### src/rtl/traffic_pkg.sv
`default_nettype none
// ============================================================================
// Module   : traffic_pkg
// Purpose  : Shared definitions for the traffic-light controller timing path.
//            Holds the interval codes, the interval-timer state encoding and
//            the default widths of the time-parameter bus.
// Ports    : none (package)
// Revision : 1.0 - initial release
// ============================================================================
package traffic_pkg;

   localparam int VAL_W_DEF = 4;
   localparam int SEL_W_DEF = 2;

   localparam logic [1:0] INT_TBASE = 2'b00;
   localparam logic [1:0] INT_TEXT  = 2'b01;
   localparam logic [1:0] INT_TYEL  = 2'b10;

   typedef enum logic [1:0] {
      ST_IDLE  = 2'd0,
      ST_LOAD  = 2'd1,
      ST_COUNT = 2'd2
   } timer_state_t;

endpackage
`default_nettype wire

### src/rtl/interval_timer_if.sv
`default_nettype none
// ============================================================================
// Module   : interval_timer_if
// Purpose  : Bundle between the light FSM / parameter store (master side) and
//            the interval timer (slave side).
// Signals  : start_timer, interval_req, one_hz_enable, prog_sync, value
//            (master -> timer); interval, expired, busy, remaining
//            (timer -> master).
// Revision : 1.0 - initial release
// ============================================================================
interface interval_timer_if #(
   parameter int VAL_W = 4,
   parameter int SEL_W = 2
);
   logic             start_timer;
   logic [SEL_W-1:0] interval_req;
   logic             one_hz_enable;
   logic             prog_sync;
   logic [VAL_W-1:0] value;
   logic [SEL_W-1:0] interval;
   logic             expired;
   logic             busy;
   logic [VAL_W-1:0] remaining;

   modport master (
      output start_timer, interval_req, one_hz_enable, prog_sync, value,
      input  interval, expired, busy, remaining
   );

   modport slave (
      input  start_timer, interval_req, one_hz_enable, prog_sync, value,
      output interval, expired, busy, remaining
   );
endinterface
`default_nettype wire

### src/rtl/interval_timer_down_counter.sv
`default_nettype none
// ============================================================================
// Module   : down_counter
// Purpose  : Loadable down-counter. Clear has priority over load, load over
//            decrement. Decrement is gated by i_dec_en and saturates at 0.
// Ports    : clk, rst        - clock, async active-high reset
//            i_clear         - force count to 0
//            i_load/i_load_val - load a new count
//            i_dec_en        - decrement by one (no effect at 0)
//            o_count         - current count
//            o_tc            - terminal count (count == 1)
//            o_zero          - count == 0
// Revision : 1.0 - initial release
// ============================================================================
module down_counter #(
   parameter int VAL_W = 4
) (
   input  wire logic             clk,
   input  wire logic             rst,
   input  wire logic             i_clear,
   input  wire logic             i_load,
   input  wire logic [VAL_W-1:0] i_load_val,
   input  wire logic             i_dec_en,
   output logic      [VAL_W-1:0] o_count,
   output logic                  o_tc,
   output logic                  o_zero
);
   logic [VAL_W-1:0] r_count;

   always_ff @(posedge clk or posedge rst) begin
      if (rst) begin
         r_count <= '0;
      end else if (i_clear) begin
         r_count <= '0;
      end else if (i_load) begin
         r_count <= i_load_val;
      end else if (i_dec_en && (r_count != '0)) begin
         r_count <= r_count - VAL_W'(1);
      end
   end

   assign o_count = r_count;
   assign o_tc    = (r_count == VAL_W'(1));
   assign o_zero  = (r_count == '0);
endmodule
`default_nettype wire

### src/rtl/interval_timer.sv
`default_nettype none
// ============================================================================
// Module   : interval_timer
// Purpose  : Requests a time value from the parameter store by presenting an
//            interval code, loads the returned second count after one settle
//            cycle and counts it down on the 1 Hz tick, then pulses expired.
//            Reprogramming of the store (prog_sync) aborts silently.
// Ports    : clk   - system clock, rising edge
//            reset - asynchronous active-high reset
//            bus   - interval_timer_if.slave (request, tick, abort, value in;
//                    interval, expired, busy, remaining out)
// Revision : 1.0 - initial release
// ============================================================================
module interval_timer
   import traffic_pkg::*;
#(
   parameter int VAL_W = VAL_W_DEF,
   parameter int SEL_W = SEL_W_DEF
) (
   input wire logic         clk,
   input wire logic         reset,
   interval_timer_if.slave  bus
);
   timer_state_t     r_state, w_state_nxt;
   logic [SEL_W-1:0] r_interval, w_interval_nxt;
   logic             r_expired, w_expired_nxt;
   logic             r_zero_pend, w_zero_pend_nxt;
   logic             w_cnt_clear, w_cnt_load, w_cnt_dec;
   logic             w_cnt_tc, w_cnt_zero;
   logic [VAL_W-1:0] w_count;
   logic [SEL_W-1:0] w_mapped;

   // Reserved code falls back to the base interval.
   assign w_mapped = (bus.interval_req == {SEL_W{1'b1}}) ? SEL_W'(INT_TBASE)
                                                         : bus.interval_req;

   down_counter #(.VAL_W(VAL_W)) u_cnt (
      .clk        (clk),
      .rst        (reset),
      .i_clear    (w_cnt_clear),
      .i_load     (w_cnt_load),
      .i_load_val (bus.value),
      .i_dec_en   (w_cnt_dec),
      .o_count    (w_count),
      .o_tc       (w_cnt_tc),
      .o_zero     (w_cnt_zero)
   );

   always_ff @(posedge clk or posedge reset) begin
      if (reset) begin
         r_state     <= ST_IDLE;
         r_interval  <= '0;
         r_expired   <= 1'b0;
         r_zero_pend <= 1'b0;
      end else begin
         r_state     <= w_state_nxt;
         r_interval  <= w_interval_nxt;
         r_expired   <= w_expired_nxt;
         r_zero_pend <= w_zero_pend_nxt;
      end
   end

   always_comb begin
      w_state_nxt     = r_state;
      w_interval_nxt  = r_interval;
      w_expired_nxt   = 1'b0;
      w_zero_pend_nxt = 1'b0;
      w_cnt_clear     = 1'b0;
      w_cnt_load      = 1'b0;
      w_cnt_dec       = 1'b0;

      if (bus.prog_sync) begin
         // Abort: interval code is deliberately kept.
         w_state_nxt = ST_IDLE;
         w_cnt_clear = 1'b1;
      end else if (bus.start_timer) begin
         // (Re)start; remaining holds until the LOAD edge.
         w_interval_nxt = w_mapped;
         w_state_nxt    = ST_LOAD;
      end else begin
         case (r_state)
            ST_IDLE: begin
               // A zero-valued interval expires one cycle after its LOAD edge.
               w_expired_nxt = r_zero_pend;
            end
            ST_LOAD: begin
               w_cnt_load = 1'b1;
               if (bus.value == '0) begin
                  w_state_nxt     = ST_IDLE;
                  w_zero_pend_nxt = 1'b1;
               end else begin
                  w_state_nxt = ST_COUNT;
               end
            end
            ST_COUNT: begin
               if (bus.one_hz_enable) begin
                  w_cnt_dec = 1'b1;
                  // Zero check keeps the FSM from sticking if count is 0.
                  if (w_cnt_tc || w_cnt_zero) begin
                     w_expired_nxt = 1'b1;
                     w_state_nxt   = ST_IDLE;
                  end
               end
            end
            default: begin
               w_state_nxt = ST_IDLE;
            end
         endcase
      end
   end

   assign bus.interval  = r_interval;
   assign bus.expired   = r_expired;
   assign bus.remaining = w_count;
   assign bus.busy      = (r_state != ST_IDLE);
endmodule
`default_nettype wire
### src/flat_wrapper.sv
// flat-port wrapper written by rule: the top's interface ports become plain ports
module interval_timer_flat import traffic_pkg::*;
#(
   parameter int VAL_W = VAL_W_DEF,
   parameter int SEL_W = SEL_W_DEF
)
  (clk, reset, bus_start_timer, bus_interval_req, bus_one_hz_enable, bus_prog_sync, bus_value, bus_interval, bus_expired, bus_busy, bus_remaining);
  interval_timer_if #(.VAL_W(VAL_W), .SEL_W(SEL_W)) bus_i ();
  input wire logic clk;
  input wire logic reset;
  input wire logic [$bits(bus_i.start_timer)-1:0] bus_start_timer;
  input wire logic [$bits(bus_i.interval_req)-1:0] bus_interval_req;
  input wire logic [$bits(bus_i.one_hz_enable)-1:0] bus_one_hz_enable;
  input wire logic [$bits(bus_i.prog_sync)-1:0] bus_prog_sync;
  input wire logic [$bits(bus_i.value)-1:0] bus_value;
  output wire logic [$bits(bus_i.interval)-1:0] bus_interval;
  output wire logic [$bits(bus_i.expired)-1:0] bus_expired;
  output wire logic [$bits(bus_i.busy)-1:0] bus_busy;
  output wire logic [$bits(bus_i.remaining)-1:0] bus_remaining;
  assign bus_i.start_timer = bus_start_timer;
  assign bus_i.interval_req = bus_interval_req;
  assign bus_i.one_hz_enable = bus_one_hz_enable;
  assign bus_i.prog_sync = bus_prog_sync;
  assign bus_i.value = bus_value;
  assign bus_interval = bus_i.interval;
  assign bus_expired = bus_i.expired;
  assign bus_busy = bus_i.busy;
  assign bus_remaining = bus_i.remaining;
  interval_timer #(.VAL_W(VAL_W), .SEL_W(SEL_W)) u_core (.clk(clk), .reset(reset), .bus(bus_i));
endmodule
### config.mk
export PLATFORM = sky130hd
export DESIGN_NAME = interval_timer_flat
export DESIGN_NICKNAME = d
export VERILOG_FILES = /design/src/rtl/traffic_pkg.sv /design/src/rtl/interval_timer_if.sv /design/src/rtl/interval_timer_down_counter.sv /design/src/rtl/interval_timer.sv /design/src/flat_wrapper.sv
export SDC_FILE = /design/constraint.sdc
export NUM_CORES = 1
export LEC_CHECK = 0
export CAP_MARGIN = 20
export CORE_UTILIZATION = 40
export DETAILED_ROUTE_END_ITERATION = 16
export GPL_TIMING_DRIVEN = 0
export HOLD_SLACK_MARGIN = 0.03
export PLACE_DENSITY_LB_ADDON = 0.12
export REMOVE_ABC_BUFFERS = 1
export SLEW_MARGIN = 15
export SYNTH_ARGS = -nofsm -noshare
export SYNTH_HDL_FRONTEND = slang
export SYNTH_HIERARCHICAL = 1
export SYNTH_SLANG_ARGS = --single-unit
### constraint.sdc
create_clock -name clk -period 1.88 [get_ports clk]
set_input_delay 0.188 -clock clk [delete_from_list [all_inputs] [get_ports clk]]
set_output_delay 0.188 -clock clk [all_outputs]
set_load 0.02 [all_outputs]
Yosys cells after proc, flatten, opt, wreduce, memory -nomap -nowiden --
Index checks and enable logic that the tools add are counted.
Storage, ports and cells: register bits after elaboration 10, input bits 11, output and inout port bits 8
Operators by class: add/sub/neg operators 1, eq/ne operators 7, multiplexer cells 27, bitwise logic cells 1, reduce and logical (&&, ||, !) cells 10
Operator list (count):
- $mux 1 | 16
- $mux 2 | 6
- $mux 4 | 3
- $logic_not 4->1 | 2
- $pmux 2 s3 | 1
- $eq 2x2->1 const B | 2
- $eq 4x1->1 const B | 1
- $ne 4x3->1 const B | 1
- $ne 4x4->1 const B | 1
- $reduce_bool 4->1 | 1
- $sub 4x1->4 const B | 1
- $ne 3x3->1 const B | 1
- $reduce_and 3->1 | 1
- $reduce_bool 3->1 | 1
- $eq 2x1->1 const B | 1
- $logic_not 2->1 | 1
- $pmux 1 s2 | 1
- $reduce_and 2->1 | 1
- $reduce_bool 2->1 | 1
- $logic_and 1x1->1 | 1
- $logic_or 1x1->1 | 1
- $not 1->1 | 1

Depth between registers and ports, before layout --
Gate-level depths: netlist of run 1.
word-level depth 8, gate-level depth with buffers 6, gate-level depth less buffers 6

By module --
Netlist of run 1, hierarchy kept.
By module, submodules not included:
- down_counter | instances 1, cells each 33, area an instance 319.1 um^2, sequential area each 100.1 um^2
- interval_timer | instances 1, cells each 24, area an instance 285.3 um^2, sequential area each 150.1 um^2

Worst setup path before layout of run 1 --
Ideal clock, no wire load.
kind reg-to-reg, start point register u_core.u_cnt.r_count[1], in the netlist u_core/u_cnt/o_count[1], end point register u_core.u_cnt.r_count[1], in the netlist u_core/u_cnt/o_count[1], setup time 65 ps, data arrival time 1679 ps, slack 136 ps, cell stages (with the launch flop) 6, path buffers 0, path through dfrtp_1 -> inv_1 -> ha_1 -> or3b_4 -> a2111oi_4 -> a311o_2
Between the ends: word-level cells in the longest chain between the ends 4, elaborated cells on any way between the ends 7, classes of those cells add/sub (1); mux (3); reduce/logical (3)
Ends and longest elaborated chain:
- start, declared | RTL line interval_timer_down_counter.sv:28 | logic [VAL_W-1:0] r_count;
- start signal, assigned | RTL line interval_timer_down_counter.sv:36 | r_count <= i_load_val;
- start signal, assigned | RTL line interval_timer_down_counter.sv:38 | r_count <= r_count - VAL_W'(1);
- $sub 4x1->4 | RTL line interval_timer_down_counter.sv:38
- $mux 4 | RTL line interval_timer_down_counter.sv:37 | end else if (i_dec_en && (r_count != '0)) begin
- $mux 4 | RTL line interval_timer_down_counter.sv:35 | end else if (i_load) begin
- $mux 4 | RTL line interval_timer_down_counter.sv:33 | end else if (i_clear) begin
Several ways; a longest one is shown, not always the timed one. The select of a mux whose other input is x is not followed. A chain may end at the register's enable or synchronous reset.

Worst setup path after layout of run 1 --
start point register u_core.u_cnt.r_count[1], in the netlist u_core/u_cnt/o_count[1], end point register u_core.u_cnt.r_count[0], in the netlist u_core/u_cnt/o_count[0]
Between the ends: word-level cells in the longest chain between the ends 3
Ends and longest elaborated chain (RTL line):
- $reduce_bool 4->1 | interval_timer_down_counter.sv:37
- $logic_and 1x1->1 | interval_timer_down_counter.sv:37
- $reduce_bool 3->1 (no source line)
No other way between the ends.

==> results of run 1 <==
-- critical path, delay by kind of cell, from the launching register on --
kind,cells,cell delay [ps]
AO/OA/AOI/OAI,2,470
adder cells (fa/ha/maj),1,210
buffers and inverters,1,170
flip-flops,1,410
AND/OR/NAND/NOR,1,430
-- metal layers --
| layer | GRT usage | routed length [um] | up-vias |
|---|---|---|---|
| li1 | - | - | 257 |
| met3 | 0.0978 | 98 | 0 |
| met5 | 0 | 0 | - |
| met2 | 0.281 | 634 | 18 |
| met4 | 0.100 | 0 | 0 |
| met1 | 0.209 | 581 | 254 |
-- area by class of cell --
class	count	area (sq um)
Sequential cell	10	250
Clock buffer	3	22.5
Tap cell	15	18.8
Timing Repair Buffer	18	179
Fill cell	120	505
Inverter	7	26.3
Multi-Input combinational cell	40	348
-- cells by family after synthesis --
group                    count (synthesis)
AND/OR/NAND/NOR                         23
AO/OA/AOI/OAI                           11
flip-flops                              10
buffers and inverters                    7
multiplexers                             3
adder cells (fa/ha/maj)                  3
-- path summary, 6_finish.rpt --
| kind | endpoint | cells past startpoint | start |
|---|---|---|---|
| min | u_core/u_cnt/o_count[1]$_DFFE_PP0P_ | 2 | reset |
| min in group clk | u_core/bus.interval[1]$_DFFE_PP0P_ | 1 | u_core/bus.interval[1]$_DFFE_PP0P_ |
| min reg2reg | u_core/bus.interval[1]$_DFFE_PP0P_ | 1 | u_core/bus.interval[1]$_DFFE_PP0P_ |
| max | u_core/u_cnt/o_count[0]$_DFFE_PP0P_ | 5 | u_core/u_cnt/o_count[1]$_DFFE_PP0P_ |
| max reg2reg | u_core/u_cnt/o_count[0]$_DFFE_PP0P_ | 5 | u_core/u_cnt/o_count[1]$_DFFE_PP0P_ |
| max in group asynchronous | u_core/r_zero_pend$_DFF_PP0_ | 2 | reset |
-- Yosys cell counts, drive strengths merged (2+ instances only) --
cell / n
nor3: 2
nor4b: 2
inv: 7
mux2: 2
nor2b: 3
dfrtp: 10
nor3b: 2
nor2: 3
ha: 3
-- per-stage QoR --
step           cell area (sq um)  std cells  TNS (ps)
2_1_floorplan                604         57         0
5_1_grt                      845         93         0
3_3_place_gp                 803         90     -1460
3_5_place_dp                 803         90     -1320
4_1_cts                      838         93         0
6_report                     845         93         0
-- timing repair --
item,4_1_cts,5_1_grt
hold buffers,0,0
endpoints found under the setup margin,3,1
resized for setup,3,1
-- flip-flops by register name (all words and copies together) (netlist names) --
signal                count
u_core/bus.expired        1
u_core/bus.interval       2
u_core/r_state            2
u_core/r_zero_pend        1
u_core/u_cnt/o_count      4
-- power by group through the flow --
stage	clock, uW	sequential (uW)	combinational [uW]
final	143	234	108
after global routing	157	236	117
after CTS	150	234	109
after detailed placement	0	237	107
after global placement	0	237	106
after floorplan	0	246	42.0
==> flow_summary.ini, run 1 <==
[detailed_routing]
routed-via-count = 529
detailedRoute.firstPassIterationCount = 4
postRouteAntennaNets = 0
drt_iter0_drc = 13
drt-vias-per-instance = 5.69
route.detailed.drc = 0
detail_route.wl_per_cell_um = 14.1
postRouteWirelength_um = 1320

[synthesis]
dominantRegCellSynth = sky130_fd_sc_hd__dfrtp_1
synth_enable_flop_cells = 0
ys_async_sr_fraction = 1.00
post-synth-top-area-cell = sky130_fd_sc_hd__dfrtp_1
ys_warn_count = 6
synthXorXnorAreaFrac = 0
synth-compound-area-share = 0.176
synth_cell_types = 33
synth_cells = 57
synth_top_family_by_area = simple AND/OR/NAND/NOR gates
adder_cell_share_of_the_synthesized_area = 0.0621
synth.cell_area_sq_um = 604
post_syn_area_per_cell_sq_um = 10.6
yosysSeqAreaShare = 0.414
synth.top_cell.area_share = 0.414
yosys_register_bits = 10
synth.mux.area_fraction = 0.0538
synth-simple-area-share = 0.251
synth.area.top_cells = sky130_fd_sc_hd__dfrtp_1 (41%), sky130_fd_sc_hd__ha_1 (6.2%), sky130_fd_sc_hd__a2111oi_4 (4.6%)

[critical_path]
cp_max_fo = 5
reg2reg_slack_ps = 90
timing.critical_path.cells = inv_1, ha_1, or3b_4, a21o_1, a311oi_1
crit_path_category = reg -> reg
worstPathRequired_ps = 2040
critPathArrivalTime_ps = 1960
crit_path_start_kind = register
largest_stage_delay_on_the_critical_path_ps = 430
cell_with_the_largest_stage_delay_on_the_worst_path = sky130_fd_sc_hd__or3b_4
worst_setup_path_end_kind = register

[power]
internal_power_uw = 356
p_switching_uw = 129
combinationalPowerShare = 0.223
irDropWorstVdd_v = 0.000307
cellLeakagePower_uw = 0.000341
sequential_power_share = 0.483
clock_power_share = 0.294
pwr_total_uw = 485
power.density_cell_area_nw_per_um2 = 574
p_sw_frac = 0.266

[global_routing]
grt_pass1_wl_um = 1930
pin_count_of_the_biggest_net_entering_global_routing = 10
antenna_found_initial = 0
gr-usage-all-layers = 0.186
grt_pass1_vias = 484
gr-total-overflow = 0

[floorplan]
dieWidth_um = 40.9
coreArea_sq_um = 1350
core.rowCount = 13
die_h_um = 40.9
initial_core_util = 0.448
boundaryPins = 19
die_area_sq_um = 1670

[cts]
clk_pin_slew_worst_setup_hold_paths_ps = 60
htree_levels = 1
cts_setup_buffers = 0
clock_insertion_delay_worst_skew_ps = 270
ctsRootBufferMaster = sky130_fd_sc_hd__clkbuf_4
cts_buffer_count = 3
clock_tree_buf_depth = 2
cts.sinks = 10
cts_tree = done

[timing]
setup_viol = 0
setup_repair_after_global_routing_missed_its_margin = no
achievable_clock_frequency_mhz = 558
worst_slew_margin_rel = 0.673
final_min_period_over_clock_period = 0.954
skew_ps = 0.393
layout_setup_ws_ps = 86.7
count_of_endpoints_failing_hold_in_the_final_timing_report = 0
drv_slew = 0
hold_ws_ps = 136
timing_worst_slew_pin_value_ps = 489
finalCriticalPeriod_ps = 1790

[placed_design]
preCtsSetupSlack_ps = -372
io_port_bufs = 18
routabilityCongestion = 0.803
dp_hpwl_um = 1000

[layout]
insertedDiodeCount = 0
area.growth.synth_to_final_pct = 39.8
mostFrequentLayoutCell = sky130_fd_sc_hd__clkdlybuf4s50_1
post_route_cells_drive_above_1_share = 0.154
most_used_cells_in_the_layout_excluding_fill_and_tap_cells = sky130_fd_sc_hd__clkdlybuf4s50_1 (17), sky130_fd_sc_hd__dfrtp_1 (10), sky130_fd_sc_hd__inv_1 (7)
fin_nets = 94
post-route-util = 0.626

[status]
outcome = finished clean

[min_path]
hp-class = in -> async

[run]
maxCapViolCount = 0
Power figures use the tool's default switching activity.
==> run 2: changes to the inputs <==
SLEW_MARGIN = 20   (was 15)
==> results of run 2 <==
Final layout, timing and power as in run 1 (identical DEF).
